`src/rtl/wb_port_arbiter.sv`:
```
// Shares the single register-file write port between the WB stage and the X3 stage.
// Deferred X3 results wait in a 2-entry in-order buffer; WB always has priority.
module wb_port_arbiter #(
    parameter int STARVE_LIMIT = 4
) (
    input  logic        Clk,
    input  logic        Rst,
    input  logic        WB_RegWrite,
    input  logic [4:0]  WB_WriteReg,
    input  logic [31:0] WB_WriteData,
    input  logic        X3_RegWrite,
    input  logic [4:0]  X3_WriteReg,
    input  logic [31:0] X3_WriteData,
    output logic        RF_RegWrite,
    output logic [4:0]  RF_WriteReg,
    output logic [31:0] RF_WriteData,
    output logic        X_Stall,
    output logic [31:0] Pending_Mask,
    output logic [1:0]  Buf_Count,
    output logic        Starve_Req
);

    localparam int CW_RAW = $clog2(STARVE_LIMIT + 1);
    localparam int CW     = (CW_RAW > 3) ? CW_RAW : 3;
    localparam logic [CW-1:0] LIMIT = CW'(STARVE_LIMIT);

    // Buffer is kept compacted: entry 0 is the head, entries [0..cnt_r-1] are valid.
    logic [1:0][4:0]  reg_r;
    logic [1:0][4:0]  reg_n_s;
    logic [1:0][31:0] dat_r;
    logic [1:0][31:0] dat_n_s;
    logic [1:0]       cnt_r;
    logic [1:0]       cnt_n_s;
    logic [CW-1:0]    wait_r;
    logic [CW-1:0]    wait_n_s;
    logic             x_stall_r;
    logic             starve_r;
    logic             starve_n_s;

    logic wb_req_s;
    logic x3_req_s;
    logic pop_s;
    logic bypass_s;
    logic push_s;
    logic keep0_s;
    logic keep1_s;

    assign wb_req_s = Rst & WB_RegWrite & (WB_WriteReg != 5'd0);
    assign x3_req_s = Rst & X3_RegWrite & (X3_WriteReg != 5'd0) & ~x_stall_r;
    assign pop_s    = Rst & ~wb_req_s & (cnt_r != 2'd0);
    assign bypass_s = ~wb_req_s & (cnt_r == 2'd0) & x3_req_s;
    assign push_s   = x3_req_s & ~bypass_s & ~(wb_req_s & (X3_WriteReg == WB_WriteReg));
    // A WB write kills any buffered entry to the same register (WAW)
    assign keep0_s  = (cnt_r != 2'd0) & ~pop_s & ~(wb_req_s & (reg_r[0] == WB_WriteReg));
    assign keep1_s  = (cnt_r == 2'd2) & ~(wb_req_s & (reg_r[1] == WB_WriteReg));

    // Write-port grant mux: WB, then buffer head, then X3 bypass
    always_comb begin
        RF_RegWrite  = 1'b0;
        RF_WriteReg  = 5'd0;
        RF_WriteData = 32'd0;
        if (wb_req_s) begin
            RF_RegWrite  = 1'b1;
            RF_WriteReg  = WB_WriteReg;
            RF_WriteData = WB_WriteData;
        end else if (pop_s) begin
            RF_RegWrite  = 1'b1;
            RF_WriteReg  = reg_r[0];
            RF_WriteData = dat_r[0];
        end else if (bypass_s) begin
            RF_RegWrite  = 1'b1;
            RF_WriteReg  = X3_WriteReg;
            RF_WriteData = X3_WriteData;
        end else begin
            RF_RegWrite  = 1'b0;
        end
    end

    // Next buffer contents: drop popped/killed entries, compact, then append X3
    always_comb begin
        reg_n_s = reg_r;
        dat_n_s = dat_r;
        cnt_n_s = 2'd0;
        if (keep0_s) begin
            cnt_n_s = keep1_s ? 2'd2 : 2'd1;
        end else if (keep1_s) begin
            reg_n_s[0] = reg_r[1];
            dat_n_s[0] = dat_r[1];
            cnt_n_s    = 2'd1;
        end else begin
            cnt_n_s = 2'd0;
        end
        if (push_s && (cnt_n_s == 2'd0)) begin
            reg_n_s[0] = X3_WriteReg;
            dat_n_s[0] = X3_WriteData;
            cnt_n_s    = 2'd1;
        end else if (push_s && (cnt_n_s == 2'd1)) begin
            reg_n_s[1] = X3_WriteReg;
            dat_n_s[1] = X3_WriteData;
            cnt_n_s    = 2'd2;
        end else begin
            cnt_n_s = cnt_n_s;
        end
    end

    // Head wait counter and starvation request
    always_comb begin
        wait_n_s   = wait_r;
        starve_n_s = 1'b0;
        if ((cnt_r == 2'd0) || pop_s) begin
            wait_n_s = {CW{1'b0}};
        end else if (wait_r < LIMIT) begin
            wait_n_s = wait_r + {{(CW-1){1'b0}}, 1'b1};
        end else begin
            wait_n_s = wait_r;
        end
        if (!pop_s && (cnt_r != 2'd0) && (wait_r == LIMIT)) begin
            starve_n_s = 1'b1;
        end else begin
            starve_n_s = 1'b0;
        end
    end

    // Pending-write mask for the hazard unit; register 0 never appears
    always_comb begin
        Pending_Mask = 32'd0;
        if (Rst) begin
            if (cnt_r != 2'd0) begin
                Pending_Mask[reg_r[0]] = 1'b1;
            end else begin
                Pending_Mask = Pending_Mask;
            end
            if (cnt_r == 2'd2) begin
                Pending_Mask[reg_r[1]] = 1'b1;
            end else begin
                Pending_Mask = Pending_Mask;
            end
            Pending_Mask[0] = 1'b0;
        end else begin
            Pending_Mask = 32'd0;
        end
    end

    // State registers with synchronous active-low reset
    always_ff @(posedge Clk) begin
        if (!Rst) begin
            reg_r     <= '0;
            dat_r     <= '0;
            cnt_r     <= 2'd0;
            wait_r    <= {CW{1'b0}};
            x_stall_r <= 1'b0;
            starve_r  <= 1'b0;
        end else begin
            reg_r     <= reg_n_s;
            dat_r     <= dat_n_s;
            cnt_r     <= cnt_n_s;
            wait_r    <= wait_n_s;
            x_stall_r <= (cnt_n_s == 2'd2);
            starve_r  <= starve_n_s;
        end
    end

    assign X_Stall    = x_stall_r;
    assign Starve_Req = starve_r;
    assign Buf_Count  = cnt_r;

endmodule

```
`config.mk`:
```
export PLATFORM = sky130hd
export DESIGN_NAME = wb_port_arbiter
export DESIGN_NICKNAME = d
export VERILOG_FILES = /design/src/rtl/wb_port_arbiter.sv
export SDC_FILE = /design/constraint.sdc
export NUM_CORES = 1
export LEC_CHECK = 0
export CAP_MARGIN = 20
export CELL_PAD_IN_SITES_DETAIL_PLACEMENT = 1
export CELL_PAD_IN_SITES_GLOBAL_PLACEMENT = 2
export CORE_MARGIN = 10
export CORE_UTILIZATION = 27
export DETAILED_ROUTE_END_ITERATION = 8
export PLACE_DENSITY_LB_ADDON = 0.15
export SYNTH_ARGS = -nofsm -noshare
export SYNTH_HDL_FRONTEND = slang
export SYNTH_SLANG_ARGS = --single-unit
```
`constraint.sdc`:
```
create_clock -name Clk -period 3.8 [get_ports Clk]
set_clock_uncertainty 0.15 [all_clocks]
set_input_delay 0.76 -clock Clk [delete_from_list [all_inputs] [get_ports Clk]]
set_output_delay 0.76 -clock Clk [all_outputs]
set_load 0.02 [all_outputs]
```
== Word level (Yosys, flattened, before mapping) ==
Index checks and enable logic that the tools add are counted.

* $add $sub $neg: 1
* $mul: 0
* Divide/modulo/power cells: 0
* Order comparisons: 5
* Equal/unequal tests: 8
* Shift-type cells: 0
* Mux-type cells: 29
* Bitwise operators: 27
* Reductions and logical operators: 17

{| class="wikitable"
|+ Operators with widths
! cell !! number
|-
| 2-to-1 mux 32 bit || 10
|-
| bitwise OR 32 bit || 1
|-
| 2-to-1 mux 5 bit || 6
|-
| bitwise AND 1 bit || 17
|-
| == test 5 bit || 3
|-
| < comparator 5 x 6 -> 1 bit (second input constant) || 2
|-
| demux 1 bit (select 5 bit) || 2
|-
| >= comparator 5 x 1 -> 1 bit (second input constant) || 2
|-
| nonzero test 5 bit || 2
|-
| NOT 1 bit || 9
|-
| 2-to-1 mux 2 bit || 4
|-
| 2-to-1 mux 1 bit || 7
|-
| logical AND 1 bit || 6
|-
| == test 2 bit (second input constant) || 2
|-
| zero test 2 bit || 2
|-
| AND reduction 2 bit || 2
|-
| nonzero test 2 bit || 2
|-
| adder 3 x 1 -> 3 bit (second input constant) || 1
|-
| == test 3 bit (second input constant) || 1
|-
| < comparator 3 bit (second input constant) || 1
|-
| == test 2 x 1 -> 1 bit (second input constant) || 1
|-
| != test 2 x 1 -> 1 bit (second input constant) || 1
|-
| OR reduction 2 bit || 1
|-
| zero test 1 bit || 1
|-
| logical OR 1 bit || 1
|}

* Flip-flop bits (word level): 81
* Latch bits: 0
* RAM bits: 0
* Bits in read-only memories: 0
* Output and inout port bits: 74
* Logic and storage cells: 95
* Memories kept: 0

== Depth between registers and ports, before layout ==
* Depth in word-level cells: 14
* Mapped depth: 14
* Gate-level depth less buffers: 11

== Worst setup path before layout ==
OpenSTA, ideal clock, no wires.

* Path kind: input to output
* Start point: input WB_WriteReg[0]
* End point: output RF_WriteReg[0]
* Arrival time: 2422 ps
* Required time: 2890 ps
* Setup slack: 468 ps
* Cell stages on the path: 5
* Path buffers: 2
* Cell sequence: or3_4 > o311a_1 > clkbuf_1 > clkbuf_1 > o21ai_0

* Word-level cells in the longest chain between the ends: 8

{| class="wikitable"
|+ Ends and longest elaborated chain
! element !! line !! source
|-
| start, declared || 9 || <nowiki>input logic [4:0] WB_WriteReg,</nowiki>
|-
| nonzero test 5 bit || 48 || <nowiki>assign wb_req_s = Rst & WB_RegWrite & (WB_WriteReg != 5'd0);</nowiki>
|-
| bitwise AND 1 bit || 48 ||
|-
| NOT 1 bit || 50, 51 ||
|-
| bitwise AND 1 bit (2 in series) || 51 || <nowiki>assign bypass_s = ~wb_req_s & (cnt_r == 2'd0) & x3_req_s;</nowiki>
|-
| 2-to-1 mux 5 bit || 70 || <nowiki>end else if (bypass_s) begin</nowiki>
|-
| 2-to-1 mux 5 bit || 66 || <nowiki>end else if (pop_s) begin</nowiki>
|-
| 2-to-1 mux 5 bit (*) || 62 || <nowiki>if (wb_req_s) begin</nowiki>
|-
| end, declared || 15 || <nowiki>output logic [4:0] RF_WriteReg,</nowiki>
|}

Mark *: on every way between the ends. The rest lies on a longest branch, timed or not.

== Worst setup path in the final report ==
* Start point: input WB_WriteReg[2]
* End point: output RF_WriteData[12]

* Word-level cells in the longest chain between the ends: 8

{| class="wikitable"
|+ Ends and longest elaborated chain
! element !! line !! source
|-
| nonzero test 5 bit (*) || 48 ||
|-
| bitwise AND 1 bit (*) || 48 ||
|-
| NOT 1 bit || 50, 51 ||
|-
| bitwise AND 1 bit (2 in series) || 51 ||
|-
| 2-to-1 mux 32 bit || 70 ||
|-
| 2-to-1 mux 32 bit || 66 ||
|-
| 2-to-1 mux 32 bit (*) || 62 ||
|-
| end, declared || 16 || <nowiki>output logic [31:0] RF_WriteData,</nowiki>
|}

Marked as above.

==> flow_metrics.env <==
export IMPL_cts_tree="done"
export IMPL_antenna_cells=0
export IMPL_critPathLaunchType="primary input"
export IMPL_cp_required_ns=2.89
export IMPL_setup_violations_final=0
export IMPL_rsz0062_at_grt="false"
export IMPL_period_share=0.980
export IMPL_drt_total_wl_um=18000
export IMPL_grt_max_degree=32
export IMPL_grt_pass1_wl_um=28500
export IMPL_place_congestion=0.818
export IMPL_drv_slew=0
export IMPL_vias=4713
export IMPL_crit_path_max_fanout=21
export IMPL_holdCritPathClass="reg -> reg"
export IMPL_drt_first_pass_iters=6
export IMPL_leakagePower_uw=0.00286
export IMPL_clkSinkCount=81
export IMPL_power_switching_uw=562
export IMPL_wl_met1_um=8020
export IMPL_start_util=0.276
export IMPL_dieArea_um2=23500
export IMPL_fmax_mhz=268
export IMPL_row_count=48
export IMPL_holdWs_ns=0.344
export IMPL_slowest_delay_ns=0.44
export IMPL_clk_pin_slew_worst_paths_ns=0.06
export IMPL_cts_root_buf="clkbuf_16"
export IMPL_highest_layer="met4"
export IMPL_synthTopCellsByArea="dfxtp_1 (34%), mux2i_1 (16%), a222oi_1 (6.7%)"
export IMPL_clkPwrFrac=0.409
export IMPL_detail_route_vias_per_cell=5.02
export IMPL_synth_seq_area_share=0.338
export IMPL_synth_seq_cells=81
export IMPL_period_minus_slack_ns=3.73
export IMPL_numCtsBuffers=9
export IMPL_ys_types=43
export IMPL_die_width_um=153
export IMPL_die_h_um=153
export IMPL_overflow=0
export IMPL_ir_drop_uv=181
export IMPL_synth_top_area_cell="dfxtp_1"
export IMPL_antenna_found_initial=0
export IMPL_wl_met2_um=8610
export IMPL_hold_viol_final=0
export IMPL_clock_path_buffers=2
export IMPL_tns_ns=0
export IMPL_ios=152
export IMPL_p_per_area_nw_per_um2=308
export IMPL_post_cts_buffers=0
export IMPL_htreeDepth=3
export IMPL_dp_hpwl_um=13300
export IMPL_drt_iter0_markers=321
export IMPL_fin_nets=791
export IMPL_worst_setup_path_type="in -> out"
export IMPL_pwr_share_comb=0.176
export IMPL_syn_to_final_growth_pct=45.3
export IMPL_track_usage=0.148
export IMPL_maxCapViolCount=0
export IMPL_wl_met3_um=1100
export IMPL_power_internal_uw=1580
export IMPL_seqPwrFrac=0.414
export IMPL_fillCellCount=1979
export IMPL_synth_top_area_share=0.338
export IMPL_slowest_stage="or3_4"
export IMPL_ant_nets=0
export IMPL_critPathArrivalTime_ns=2.82
export IMPL_synth_area_um2=4790
export IMPL_coreArea_um2=17400
export IMPL_outcome="finished, final reports clean"
export IMPL_drc=0
export IMPL_synth_warnings=0
export IMPL_drive_gt1_frac=0.147
export IMPL_syn_nets=639
export IMPL_syn_area_per_cell_um2=8.61
export IMPL_synthCells=557
export IMPL_cp_cell_sequence="clkdlybuf4s50_1 -> or3_4 -> o311a_4 -> buf_12 -> a222oi_1 -> inv_1 -> clkdlybuf4s15_2"
export IMPL_wl_per_cell_um=19.1
export IMPL_clkLatencyLatePin_ns=0.35
export IMPL_p_sw_frac=0.262
export IMPL_grt_pass1_vias=5217
export IMPL_io_buffers=150
export IMPL_crit_path_end_kind="primary output"
[cell families after synthesis]
kind of cell             after synthesis  share of synthesized area
AO/OA/AOI/OAI                        119                      0.179
XOR/XNOR                              16                     0.0292
adder cells (fa/ha/maj)                4                     0.0104
buffers and inverters                 87                     0.0869
flip-flops                            81                      0.338
multiplexers                          75                      0.157
other                                  1                   0.000782
AND/OR/NAND/NOR                      174                      0.198
[worst max-delay path: cells and delay by family]
family                 cells  cell delay, ns
and+or+nand+nor            1            0.44
buffers and inverters      4            0.93
AOI/OAI and AO/OA          2            0.67
[routing by layer]
metal / GRT usage / up-vias
met5: 0 / -
met4: 0.0418 / 0
met3: 0.0443 / 15
met2: 0.254 / 127
met1: 0.174 / 2293
li1: - / 2278
[synthesized netlist by cell type (all sizes together)]
| master | instances |
|---|---|
| and2 | 31 |
| nor2 | 14 |
| or3 | 6 |
| nor4 | 1 |
| nor3 | 2 |
| nor4b | 1 |
| nand3b | 9 |
| o21ai | 41 |
| inv | 38 |
| nand2 | 55 |
| o31ai | 1 |
| buf | 21 |
| o311a | 1 |
| a21oi | 3 |
| clkbuf | 28 |
| xnor2 | 10 |
| xor2 | 6 |
| dfxtp | 81 |
| nand2b | 2 |
| nor2b | 39 |
| and3 | 2 |
| a32oi | 3 |
| a222oi | 32 |
| conb | 1 |
| a211oi | 1 |
| ha | 4 |
| a41oi | 1 |
| or3b | 3 |
| mux2i | 75 |
| o22ai | 31 |
| nand3 | 7 |
| o2bb2ai | 1 |
| or2 | 2 |
| a22oi | 2 |
| o21a | 1 |
| o311ai | 1 |
[repair_timing]
action / 4_1_cts / 5_1_grt
endpoints found under the setup margin: 38 / 30
pin swaps: 0 / 16
gates resized for setup: 86 / 34
hold buffers: 0 / 0
[registers in the layout (all words and copies together) (netlist names)]
signal and cells:
X_Stall 1, wait_r 3, Buf_Count 2, dat_r 64, Starve_Req 1, reg_r 10
[power groups by stage]
stage / sequential (uW) / clock (uW) / combinational (uW)
floorplan: 896 / 0 / 168
global placement: 906 / 0 / 393
detailed placement: 906 / 0 / 400
CTS: 887 / 904 / 390
global route: 890 / 940 / 411
finish: 888 / 877 / 378
[final cells by class]
class	instances	area [um2]	area share
Multi-Input combinational cell	389	2810	0.403
Timing Repair Buffer	190	1820	0.261
Sequential cell	81	1620	0.233
Tap cell	225	282	0.0404
Clock buffer	10	239	0.0343
Inverter	38	143	0.0205
Clock inverter	5	56.3	0.00809
[layout by cell type, fill, tap and decap left out, types with 2 or more instances in the layout]
master / count
a21oi_1: 3
a222oi_1: 32
a22oi_1: 2
a32oi_1: 3
and2_1: 31
buf_12: 9
buf_2: 9
buf_4: 31
clkbuf_16: 9
clkbuf_2: 13
clkdlybuf4s15_1: 5
clkdlybuf4s15_2: 11
clkdlybuf4s50_1: 111
clkinv_2: 2
dfxtp_1: 81
ha_1: 4
inv_1: 38
mux2i_1: 75
nand2_1: 54
nand2b_1: 2
nand3_1: 7
nand3b_1: 9
nor2_1: 13
nor2b_1: 39
nor3_1: 2
o21ai_0: 24
o21ai_1: 16
o22ai_1: 31
or2_2: 2
or3_1: 5
or3b_2: 3
xnor2_1: 10
xor2_1: 6
[through the flow]
step | power, uW | worst slack, ns | instance area [um2] | utilization | instances
2_1_floorplan | 1060 | 0.468 | 4790 | - | 557
3_3_place_gp | 1300 | -0.290 | 6740 | 0.388 | 923
3_5_place_dp | 1310 | -0.363 | 6740 | 0.388 | 923
4_1_cts | 2180 | -0.00124 | 7060 | 0.407 | 938
5_1_grt | 2240 | 0.00689 | 6960 | 0.401 | 938
6_report | 2140 | 0.0750 | 6960 | 0.401 | 938
[path summary, 6_finish.rpt]
| check | from | end | slack (ns) | cells past startpoint |
|---|---|---|---|---|
| min | wait_r[2]$_SDFFE_PP0N_ | Starve_Req$_SDFF_PN0_ | 0.34 | 2 |
| min reg2reg | wait_r[2]$_SDFFE_PP0N_ | Starve_Req$_SDFF_PN0_ | 0.34 | 2 |
| max reg2reg | reg_r[4]$_SDFFE_PN0P_ | dat_r[29]$_SDFFE_PN0P_ | 1.08 | 11 |
| max | WB_WriteReg[2] | RF_WriteData[12] | 0.07 | 7 |
Note: power is estimated with default switching activity, not from simulation.
